## src/rtl/a2d_intf_if.sv

```systemverilog
// Bundles the conversion handshake with the motion controller and the SPI pins of the
// off-chip A2D converter.
// master: the a2d_intf side, which drives SPI and reports results.
// slave:  the surrounding system, meaning the motion controller and the converter.
interface a2d_intf_if;
    logic        strt_cnv;
    logic [2:0]  chnnl;
    logic        cnv_cmplt;
    logic [11:0] A2D_res;
    logic        SS_n;
    logic        SCLK;
    logic        MOSI;
    logic        MISO;

    modport master (
        input  strt_cnv, chnnl, MISO,
        output cnv_cmplt, A2D_res, SS_n, SCLK, MOSI
    );

    modport slave (
        output strt_cnv, chnnl, MISO,
        input  cnv_cmplt, A2D_res, SS_n, SCLK, MOSI
    );
endinterface

```

## src/rtl/a2d_intf.sv

```systemverilog
// SPI master front end for the 8-channel A2D converter.
// One conversion is two 16-bit transactions that both carry the same channel command:
// - the first transaction selects the channel;
// - the second transaction returns that channel's 12-bit result.
// SCLK is div[4] of a 5-bit divider (clk/32). The divider idles at 5'b11111, so SCLK
// rests high.
module a2d_intf #(
    parameter int GAP_CYCLES = 32
) (
    input  logic       clk,
    input  logic       rst,
    a2d_intf_if.master bus
);

    localparam int GW = (GAP_CYCLES > 1) ? $clog2(GAP_CYCLES) : 1;

    typedef enum logic [1:0] {IDLE, XFER1, GAP, XFER2} state_t;

    state_t        state;
    state_t        nxt_state;
    logic [15:0]   shft;
    logic [4:0]    div;
    logic [4:0]    bit_cnt;
    logic [GW-1:0] gap_cnt;
    logic          MISO_smpl;
    logic [2:0]    chnnl_q;
    logic          ss_n_q;
    logic          cnv_cmplt_q;
    logic [11:0]   a2d_res_q;
    logic          accept;
    logic          xfer_end;
    logic          gap_end;
    logic          in_xfer;
    logic          xfer_last;
    logic          gap_last;

    assign in_xfer   = (state == XFER1) || (state == XFER2);
    assign xfer_last = (bit_cnt == 5'd16) && (div == 5'b11110);
    assign gap_last  = (gap_cnt == GW'(GAP_CYCLES - 1));

    assign bus.SS_n      = ss_n_q;
    assign bus.SCLK      = div[4];
    assign bus.MOSI      = shft[15];
    assign bus.cnv_cmplt = cnv_cmplt_q;
    assign bus.A2D_res   = a2d_res_q;

    // State register; reset abandons any conversion in flight
    always_ff @(posedge clk) begin
        if (rst) state <= IDLE;
        else     state <= nxt_state;
    end

    // Next-state decode plus the one-cycle strobes that steer the datapath
    always_comb begin
        nxt_state = state;
        accept    = 1'b0;
        xfer_end  = 1'b0;
        gap_end   = 1'b0;
        case (state)
            IDLE: begin
                if (bus.strt_cnv) begin
                    accept    = 1'b1;
                    nxt_state = XFER1;
                end
            end
            XFER1: begin
                if (xfer_last) begin
                    xfer_end  = 1'b1;
                    nxt_state = GAP;
                end
            end
            GAP: begin
                if (gap_last) begin
                    gap_end   = 1'b1;
                    nxt_state = XFER2;
                end
            end
            XFER2: begin
                if (xfer_last) begin
                    xfer_end  = 1'b1;
                    nxt_state = IDLE;
                end
            end
            default: nxt_state = IDLE;
        endcase
    end

    // SPI datapath: divider, MISO sampling, shifting, gap timing, and result capture
    always_ff @(posedge clk) begin
        if (rst) begin
            shft        <= 16'h0000;
            div         <= 5'b11111;
            bit_cnt     <= 5'd0;
            gap_cnt     <= '0;
            MISO_smpl   <= 1'b0;
            chnnl_q     <= 3'd0;
            ss_n_q      <= 1'b1;
            cnv_cmplt_q <= 1'b0;
            a2d_res_q   <= 12'h000;
        end else if (accept) begin
            chnnl_q     <= bus.chnnl;
            shft        <= {2'b00, bus.chnnl, 11'h000};
            ss_n_q      <= 1'b0;
            div         <= 5'b10111;
            bit_cnt     <= 5'd0;
            cnv_cmplt_q <= 1'b0;
        end else if (xfer_end) begin
            ss_n_q <= 1'b1;
            div    <= 5'b11111;
            if (state == XFER1) begin
                shft    <= {2'b00, chnnl_q, 11'h000};
                gap_cnt <= '0;
            end else begin
                a2d_res_q   <= shft[11:0];
                cnv_cmplt_q <= 1'b1;
            end
        end else if (gap_end) begin
            ss_n_q  <= 1'b0;
            div     <= 5'b10111;
            bit_cnt <= 5'd0;
        end else if (in_xfer) begin
            div <= div + 5'd1;
            if (div == 5'b01111) begin
                MISO_smpl <= bus.MISO;
            end
            if ((div == 5'b10000) && (bit_cnt != 5'd16)) begin
                shft    <= {shft[14:0], MISO_smpl};
                bit_cnt <= bit_cnt + 5'd1;
            end
        end else if (state == GAP) begin
            gap_cnt <= gap_cnt + GW'(1);
        end
    end

endmodule

```

## src/flat_wrapper.sv

```systemverilog
// flat-port wrapper written by rule: the top's interface ports become plain ports
module a2d_intf_flat 
#(
    parameter int GAP_CYCLES = 32
)
  (clk, rst, bus_strt_cnv, bus_chnnl, bus_MISO, bus_cnv_cmplt, bus_A2D_res, bus_SS_n, bus_SCLK, bus_MOSI);
  a2d_intf_if bus_i ();
  input  logic clk;
  input  logic rst;
  input wire logic [$bits(bus_i.strt_cnv)-1:0] bus_strt_cnv;
  input wire logic [$bits(bus_i.chnnl)-1:0] bus_chnnl;
  input wire logic [$bits(bus_i.MISO)-1:0] bus_MISO;
  output wire logic [$bits(bus_i.cnv_cmplt)-1:0] bus_cnv_cmplt;
  output wire logic [$bits(bus_i.A2D_res)-1:0] bus_A2D_res;
  output wire logic [$bits(bus_i.SS_n)-1:0] bus_SS_n;
  output wire logic [$bits(bus_i.SCLK)-1:0] bus_SCLK;
  output wire logic [$bits(bus_i.MOSI)-1:0] bus_MOSI;
  assign bus_i.strt_cnv = bus_strt_cnv;
  assign bus_i.chnnl = bus_chnnl;
  assign bus_i.MISO = bus_MISO;
  assign bus_cnv_cmplt = bus_i.cnv_cmplt;
  assign bus_A2D_res = bus_i.A2D_res;
  assign bus_SS_n = bus_i.SS_n;
  assign bus_SCLK = bus_i.SCLK;
  assign bus_MOSI = bus_i.MOSI;
  a2d_intf #(.GAP_CYCLES(GAP_CYCLES)) u_core (.clk(clk), .rst(rst), .bus(bus_i));
endmodule
```

## config.mk

```make
export PLATFORM = sky130hd
export DESIGN_NAME = a2d_intf_flat
export DESIGN_NICKNAME = d
export VERILOG_FILES = /design/src/rtl/a2d_intf_if.sv /design/src/rtl/a2d_intf.sv /design/src/flat_wrapper.sv
export SDC_FILE = /design/constraint.sdc
export NUM_CORES = 1
export LEC_CHECK = 0
export CAP_MARGIN = 10
export CORE_ASPECT_RATIO = 1.5
export CORE_MARGIN = 2
export CORE_UTILIZATION = 61
export DETAILED_ROUTE_END_ITERATION = 7
export MAX_ROUTING_LAYER = met4
export PLACE_DENSITY_LB_ADDON = 0.2
export SLEW_MARGIN = 25
export SYNTH_ARGS = -nofsm -noshare
export SYNTH_HDL_FRONTEND = slang
export SYNTH_SLANG_ARGS = --single-unit
export TNS_END_PERCENT = 30
```

## constraint.sdc

```tcl
create_clock -name clk -period 2.9 [get_ports clk]
set_input_delay 0.58 -clock clk [delete_from_list [all_inputs] [get_ports clk]]
set_output_delay 0.58 -clock clk [all_outputs]
set_load 0.02 [all_outputs]
```

After elaboration in Yosys (flattened, before gate mapping)
Cells that the tools add are included.
{"block": "word_totals", "in_bits": 7, "regBits": 51, "word_cells": 93, "output_inout_bits": 16}
{"block": "op_classes", "reduce_logical": 24, "bitwise": 4, "add_sub_neg": 3, "n_eq_ne": 18, "muxes": 32}
{"operator": "$mux 16", "n": 5}
{"operator": "$mux 5", "n": 8}
{"operator": "$eq 5x5->1 const B", "n": 4}
{"operator": "$mux 4", "n": 4}
{"operator": "$add 5x1->5 const B", "n": 3}
{"operator": "$mux 14", "n": 1}
{"operator": "$reduce_and 4->1", "n": 3}
{"operator": "$ne 2x1->1 const B", "n": 5}
{"operator": "$reduce_and 5->1", "n": 2}
{"operator": "$reduce_bool 2->1", "n": 5}
{"operator": "$mux 1", "n": 9}
{"operator": "$reduce_bool 3->1", "n": 3}
{"operator": "$mux 2", "n": 4}
{"operator": "$pmux 2 s4", "n": 1}
{"operator": "$reduce_and 3->1", "n": 2}
{"operator": "$eq 5x4->1 const B", "n": 1}
{"operator": "$ne 5x5->1 const B", "n": 1}
{"operator": "$eq 2x2->1 const B", "n": 2}
{"operator": "$ne 2x2->1 const B", "n": 2}
{"operator": "$not 1->1", "n": 4}
{"operator": "$reduce_bool 4->1", "n": 1}
{"operator": "$reduce_or 2->1", "n": 2}
{"operator": "$reduce_or 4->1", "n": 1}
{"operator": "$ne 3x1->1 const B", "n": 1}
{"operator": "other kinds (6)", "n": 7}

Logic depth before layout (Yosys ltp)
Gate-level depths: netlist (run 1).
{"block": "depth", "ltp_word": 7, "ltp_mapped": 9, "depth_no_buf": 7}

Worst setup path after synthesis (run 1)
No wires, ideal clock.
{"block": "synth_path", "path_type": "reg-to-reg", "startpoint": "reg u_core.gap_cnt[0]", "endpoint": "reg u_core.shft[11]", "period_less_slack_ns": 1.791, "slack_ns": 1.109, "t_required_ns": 2.805, "setup_time_ns": 0.095, "arrival_ns": 1.696, "n_path_buf": 0, "path_stages_with_launch": 8, "path_cell_list": "dfxtp_1 -> ha_1 -> and3_1 -> ha_1 -> nand2_1 -> nand4_1 -> and2_1 -> a221oi_1"}
{"block": "synth_via", "elab_chain_len": 5}
{"element": "from (decl)", "line_no": "a2d_intf.sv:24", "rtl": "logic [GW-1:0] gap_cnt;"}
{"element": "from (signal assigned)", "line_no": "a2d_intf.sv:131", "rtl": "gap_cnt <= gap_cnt + GW'(1);"}
{"element": "$eq 5x5->1", "line_no": "a2d_intf.sv:39", "rtl": "assign gap_last = (gap_cnt == GW'(GAP_CYCLES - 1));"}
{"element": "$mux 1", "line_no": "a2d_intf.sv:73", "rtl": "if (gap_last) begin"}
{"element": "$mux 1", "line_no": "a2d_intf.sv:59", "rtl": "case (state)"}
{"element": "$ne 3x1->1 (no source line)"}
{"element": "$reduce_and 4->1 (no source line)"}
{"element": "to (signal assigned)", "line_no": "a2d_intf.sv:102", "rtl": "shft <= {2'b00, bus.chnnl, 11'h000};"}
{"element": "to (signal assigned)", "line_no": "a2d_intf.sv:111", "rtl": "shft <= {2'b00, chnnl_q, 11'h000};"}
{"element": "to (signal assigned)", "line_no": "a2d_intf.sv:127", "rtl": "shft <= {shft[14:0], MISO_smpl};"}
{"element": "to (decl)", "line_no": "a2d_intf.sv:21", "rtl": "logic [15:0] shft;"}
No other way between the ends.
A chain may end at the register's enable or synchronous reset.

Final worst setup path (run 1)
{"block": "layout_path", "startpoint": "reg u_core.gap_cnt[0]", "endpoint": "reg u_core.shft[13]"}
Same word-level chain as after synthesis.

==> results of run 1 <==
==> through the flow <==
stage	util (%)	setup WS, ns	total power [W]
after floorplan	-	1.11	0.00129
after global placement	69.0	0.676	0.00139
after detailed placement	69.0	0.618	0.00140
after CTS	71.9	0.659	0.00189
after global routing	71.9	0.432	0.00199
final	71.9	0.676	0.00189
==> sequential cells by signal, indices dropped and copies added (netlist names) <==
signal and flops:
u_core.chnnl_q 3, u_core.bit_cnt 5, u_core.state 2, u_core.bus.A2D_res 12
u_core.div 5, u_core.bus.cnv_cmplt 1, u_core.gap_cnt 5, u_core.bus.SS_n 1
u_core.MISO_smpl 1, u_core.shft 16
==> cells in the mapped netlist, types with 2 or more instances <==
library cell	count
buf_6	3
nand2b_1	3
nand4_1	17
nand2_1	33
o2111ai_1	2
a311oi_1	3
and2_1	2
buf_2	4
a21oi_1	30
and4_1	2
clkbuf_1	6
nor2_1	17
and3_1	6
nand3_1	5
and4bb_2	2
o211ai_1	2
o21ai_0	4
inv_1	11
nor3b_1	3
mux2i_1	13
xnor2_1	2
dfxtp_1	51
o31ai_1	3
ha_1	13
o21bai_1	3
a221oi_1	6
or4_1	2
==> final cells by class <==
| type | count | share of cell area [%] |
|---|---|---|
| clock buffer | 5 | 2.46 |
| clock inverter | 3 | 1.57 |
| inverter | 11 | 1.48 |
| multi-input combinational | 194 | 46.2 |
| sequential | 51 | 36.5 |
| tap | 45 | 2.01 |
| timing repair buffer | 29 | 9.75 |
==> power groups by stage <==
stage | clock network (W) | logic, W | registers [W]
global placement | 0 | 0.000541 | 0.000847
detailed placement | 0 | 0.000549 | 0.000850
finish | 0.000497 | 0.000558 | 0.000834
global route | 0.000531 | 0.000617 | 0.000847
CTS | 0.000504 | 0.000554 | 0.000834
floorplan | 0 | 0.000445 | 0.000842
==> logic make-up (layout without fill, tap and decap cells) <==
kind of cell | count (synthesis) | count (layout) | share of synthesized area, %
adders and majority gates | 13 | 13 | 6.67
buffers and inverters | 25 | 48 | 5.13
and+or+nand+nor | 103 | 103 | 23.6
AOI/OAI and AO/OA | 62 | 62 | 16.3
xor gates and xnor gates | 3 | 3 | 1.08
muxes | 13 | 13 | 5.33
DFF | 51 | 51 | 41.8
==> worst paths after layout <==
check / endpoint / startpoint / depth (start not counted)
setup reg to reg: u_core.shft[13] / u_core.gap_cnt[0] / 7
setup / recovery: u_core.shft[13] / u_core.gap_cnt[0] / 7
hold reg to reg: u_core.shft[0] / u_core.MISO_smpl / 2
hold / removal: u_core.shft[0] / u_core.MISO_smpl / 2
==> worst max-delay path: stages (launching register included) <==
cell and delay (ns):
dfxtp_1 0.35, ha_1 0.22, and3_1 0.19, ha_1 0.20, nand2_1 0.20, nand4_1 0.44
nor3b_1 0.31, a221oi_1 0.23
==> layout by cell type, fill, tap and decap left out, drive strengths merged, types with 5 or more instances in the layout <==
cell	netlist	routed
a21oi	31	31
o21ai	5	5
and3	6	6
inv	11	11
mux2i	13	13
ha	13	13
clkbuf	6	5
nand3	5	5
nand4	18	18
a221oi	6	6
nand2	33	33
buf	8	7
nor2	18	18
clkdlybuf4s50	0	22
dfxtp	51	51
==> per-layer routing <==
metal | up-vias | GRT usage [%] | wire, um
met3 | 9 | 4.09 | 169
met4 | 0 | 10.0 | 87
li1 | 1028 | - | -
met2 | 49 | 45.6 | 2730
met5 | - | - | 0
met1 | 976 | 26.7 | 2130
==> out/metrics.cfg, run 1 <==
[run_status]
outcome=completed

[power_and_ir_drop]
switchingPower_w=0.000644
comb_power_share_pct=29.5
powerDensity_mw_per_mm2=675
power_frac_seq_pct=44.1
peakVddDrop_mv=0.589
p_leak_nw=0.996
p_int_w=0.00125
p_sw_share_pct=34.1
p_clk_share_pct=26.3

[timing]
tightest_slew_ns=0.548
rsz0062_at_grt=no
fin_skew_ns=0.00397
setup_violations=0
fin_crit_sh_pct=76.7
min_period_ns=2.22
clock.fmax_mhz=450
fin_setup_tns_ns=0
drv_slew=0
fin_worst_hold_slack_ns=0.459
maxSlewHeadroom_pct=63.5
hold_viol=0

[synth]
synthCells=270
ys_top_cells_by_area=dfxtp_1, ha_1, a21oi_1, mux2i_1, nand2_1
syn_nets=290
netlist_area_mm2=0.00244
yosys_register_bits=51
synth-main-ff-cell=dfxtp_1
avgSynthCellArea_um2=9.04
ys_types=49
ys_seq_area_share_pct=41.8
yosysWarnings=0
synth_edf_count=0
synth-async-reset-ratio_pct=0
synth_top_area_share_pct=41.8
synth_top_cell_by_area=dfxtp_1

[routing]
wl_um=5120
postRouteAntennaNets=0
drt_pass1_iterations=4
avgRoutedWirePerCell_um=15.1
drc=0
via_per_inst=6.10
vias=2062
first_iter_violations=76

[clocking]
cts_root_buf=clkbuf_8
htree_levels=2
clk_path_buf_depth=2
worstSkewPairLatency_ns=0.30
postCtsHoldBufs=0
post-cts-setup-buffers=0
cts_made_buffers=5
clk_pin_slew_ns=0.09
cts_resized=0
cts_tree=built
clock-sinks=51

[final_layout]
diodes=0
multiInputGateArea_mm2=0.00129
drive_gt1_share_pct=8.53
layout.cells.non_filler=338
fin_nets=312
n_fill_cell=310
fin_area_mm2=0.00280
area_growth_pct=14.7
seqCellArea_mm2=0.00102

[place]
dp_cells=330
hpwl_um=3640
place_area_mm2=0.00269
globalplace.congestion=0.835
port_buffers=22

[global_route]
grt_antenna_before_repair=0
grt_pass1_wl_um=8740
grt_max_degree=30
first_global_vias=1903
grt-ovfl-total=0
grt_use_total_pct=24.9

[die]
die_h_um=81.5
dieArea_mm2=0.00453
rows=28
io_pins=23
core_mm2=0.00389
start_util_pct=62.7
die_width_um=55.6

[worst_setup_path]
cp_data_arrival_time_ns=2.44
critPathCaptureType=flop
worstPathRequired_ns=3.12
path_max_fanout=12
critical_path_class=flop to flop
rrSetupSlack_ns=0.68
startpoint_type=flop

[hold_path]
holdCritPathClass=flop to flop

[run]
drv_cap=0

(Power assumes the default switching activity.)
==> inputs of run 2 (changes only) <==
--- a/config.mk
+++ b/config.mk
@@ -8,7 +8,7 @@
 export CAP_MARGIN = 10
 export CORE_ASPECT_RATIO = 1.5
 export CORE_MARGIN = 2
-export CORE_UTILIZATION = 61
+export CORE_UTILIZATION = 56
 export DETAILED_ROUTE_END_ITERATION = 7
 export MAX_ROUTING_LAYER = met4
 export PLACE_DENSITY_LB_ADDON = 0.2
==> constraint.sdc (replaced) <==
create_clock -name clk -period 2.1 [get_ports clk]
set_input_delay 0.42 -clock clk [delete_from_list [all_inputs] [get_ports clk]]
set_output_delay 0.42 -clock clk [all_outputs]
set_load 0.02 [all_outputs]
==> out/metrics.cfg, run 2 (synthesis results as in run 1) <==
[run_status]
outcome=completed

[timing]
fin_ws_ns=0.0646
fin_setup_tns_ns=0
tightest_slew_ns=0.440
maxSlewHeadroom_pct=70.5
fin_crit_sh_pct=96.9
clock.fmax_mhz=491
hold_viol=0
fin_skew_ns=0.00796
min_period_ns=2.04
drv_slew=0
setup_violations=0

[place]
dp_slack_ns=0.125
place_area_mm2=0.00276
port_buffers=22
globalplace.congestion=0.803
hpwl_um=3810

[final_layout]
final_common_cell=dfxtp_1
drive_gt1_share_pct=12.0
diodes=0
area_growth_pct=17.7
fin_util_pct=68.3
max_flop_register=u_core.shft
mostFrequentLayoutCells=dfxtp_1, nand2_1, a21oi_1, clkdlybuf4s50_1
fin_area_mm2=0.00287
largest_register_ffs=16
fin_nets=320

[routing]
wl_um=5140
drc=0
postRouteAntennaNets=0
first_iter_violations=65
avgRoutedWirePerCell_um=14.8
vias=2085
via_per_inst=6.01
drt_pass1_iterations=4

[worst_setup_path]
rr_worst_depth=7
worstPathRequired_ns=2.35
startpoint=u_core.gap_cnt[0]
cp_top_family=compound AO/OA/AOI/OAI gates
critPathCaptureType=flop
startpoint_type=flop
critical_path.cell_chain=ha_1 > and3_1 > ha_1 > and2_1 > o21ai_0 > a2111o_1 > a21oi_1
critPathSlowestCell=a2111o_1
rr_startpoint=u_core.gap_cnt[0]
timing.rr.end=u_core.bit_cnt[2]
rrSetupSlack_ns=0.06
cp_common_cell=ha_1
critPathBufInv=0
critical_path_class=flop to flop
path_max_fanout=5
cp_data_arrival_time_ns=2.29
slowest_delay_ns=0.44

[hold_path]
holdCritPathClass=flop to flop
hold_end=u_core.shft[14]
min_path_cells=2
min_from=u_core.shft[13]

[global_route]
busiest_layer=met2
grt_pass1_wl_um=8770
first_global_vias=1868
grtUsageMet1_pct=26.0
gr-usage-met3_pct=4.88
grt-ovfl-total=0
use_met2_pct=39.0
grt_use_total_pct=23.2
grt_max_degree=30
grt_antenna_before_repair=0

[clocking]
worstSkewPairLatency_ns=0.31
cts_tree=built
clk_path_buf_depth=2
clock-sinks=51
htree_levels=2
clk_pin_slew_ns=0.09
cts_made_buffers=5
cts_root_buf=clkbuf_8

[power_and_ir_drop]
powerDensity_mw_per_mm2=904
peakVddDrop_mv=0.706
p_leak_nw=1.03

[die]
start_util_pct=58.0
io_pins=23
die_width_um=57.9
core_mm2=0.00421
rows=29
die_h_um=84.8
dieArea_mm2=0.00491

[run]
drv_cap=0

run 2: what timing repair did:
action                                  4_1_cts  5_1_grt
endpoints found under the setup margin        0        3
resized for setup                             0        4
setup buffers                                 0        0
hold buffers                                  0        0
run 2: per-stage QoR:
stage / hold slack (ns) / cells / total power, W
4_1_cts: 0.465 / 347 / 0.00260
6_report: 0.464 / 347 / 0.00260
2_1_floorplan: 0.432 / 270 / 0.00178
5_1_grt: 0.483 / 347 / 0.00277
3_3_place_gp: 0.442 / 339 / 0.00198
3_5_place_dp: 0.451 / 339 / 0.00200
run 2: final cells by class:
class | instances | area (um^2)
multi-input cells | 194 | 1310
well taps | 46 | 57.6
clock buffers | 6 | 82.6
clock inverters | 2 | 16.3
repair buffers | 37 | 345
inverters | 11 | 41.3
fillers | 342 | 1340
flip-flops and latches | 51 | 1020
run 2: routing by layer:
| metal | up-vias | routed length [um] | share of wire (%) |
|---|---|---|---|
| met4 | 0 | 144 | 2.8 |
| met1 | 975 | 2130 | 41 |
| li1 | 1054 | - | - |
| met3 | 10 | 178 | 3.5 |
| met5 | - | 0 | 0 |
| met2 | 46 | 2690 | 52 |
run 2: worst reg2reg max path: stages, from the launching register on:
cell and delay, ns:
dfxtp_1 0.40, ha_1 0.20, and3_1 0.16, ha_1 0.22, and2_1 0.24, o21ai_0 0.18, a2111o_1 0.44, a21oi_1 0.13
run 2: how the worst max path moves through the flow:
stage,end,depth (start not counted),slack (ns)
floorplan,u_core.shft[11],7,0.31
global placement,u_core.shft[12],5,0.16
detailed placement,u_core.shft[12],5,0.13
CTS,u_core.gap_cnt[3],7,0.11
global route,u_core.bit_cnt[2],7,-0.05
finish,u_core.bit_cnt[2],7,0.06
run 2: power by group:
| group | leakage (nW) | switching (W) | total (W) | internal (W) |
|---|---|---|---|---|
| combinational | 0.571 | 0.000478 | 0.000839 | 0.000361 |
| clock | 0.0474 | 0.000331 | 0.000600 | 0.000269 |
| sequential | 0.413 | 0.0000987 | 0.00116 | 0.00106 |
| total | 1.03 | 0.000908 | 0.00260 | 0.00169 |
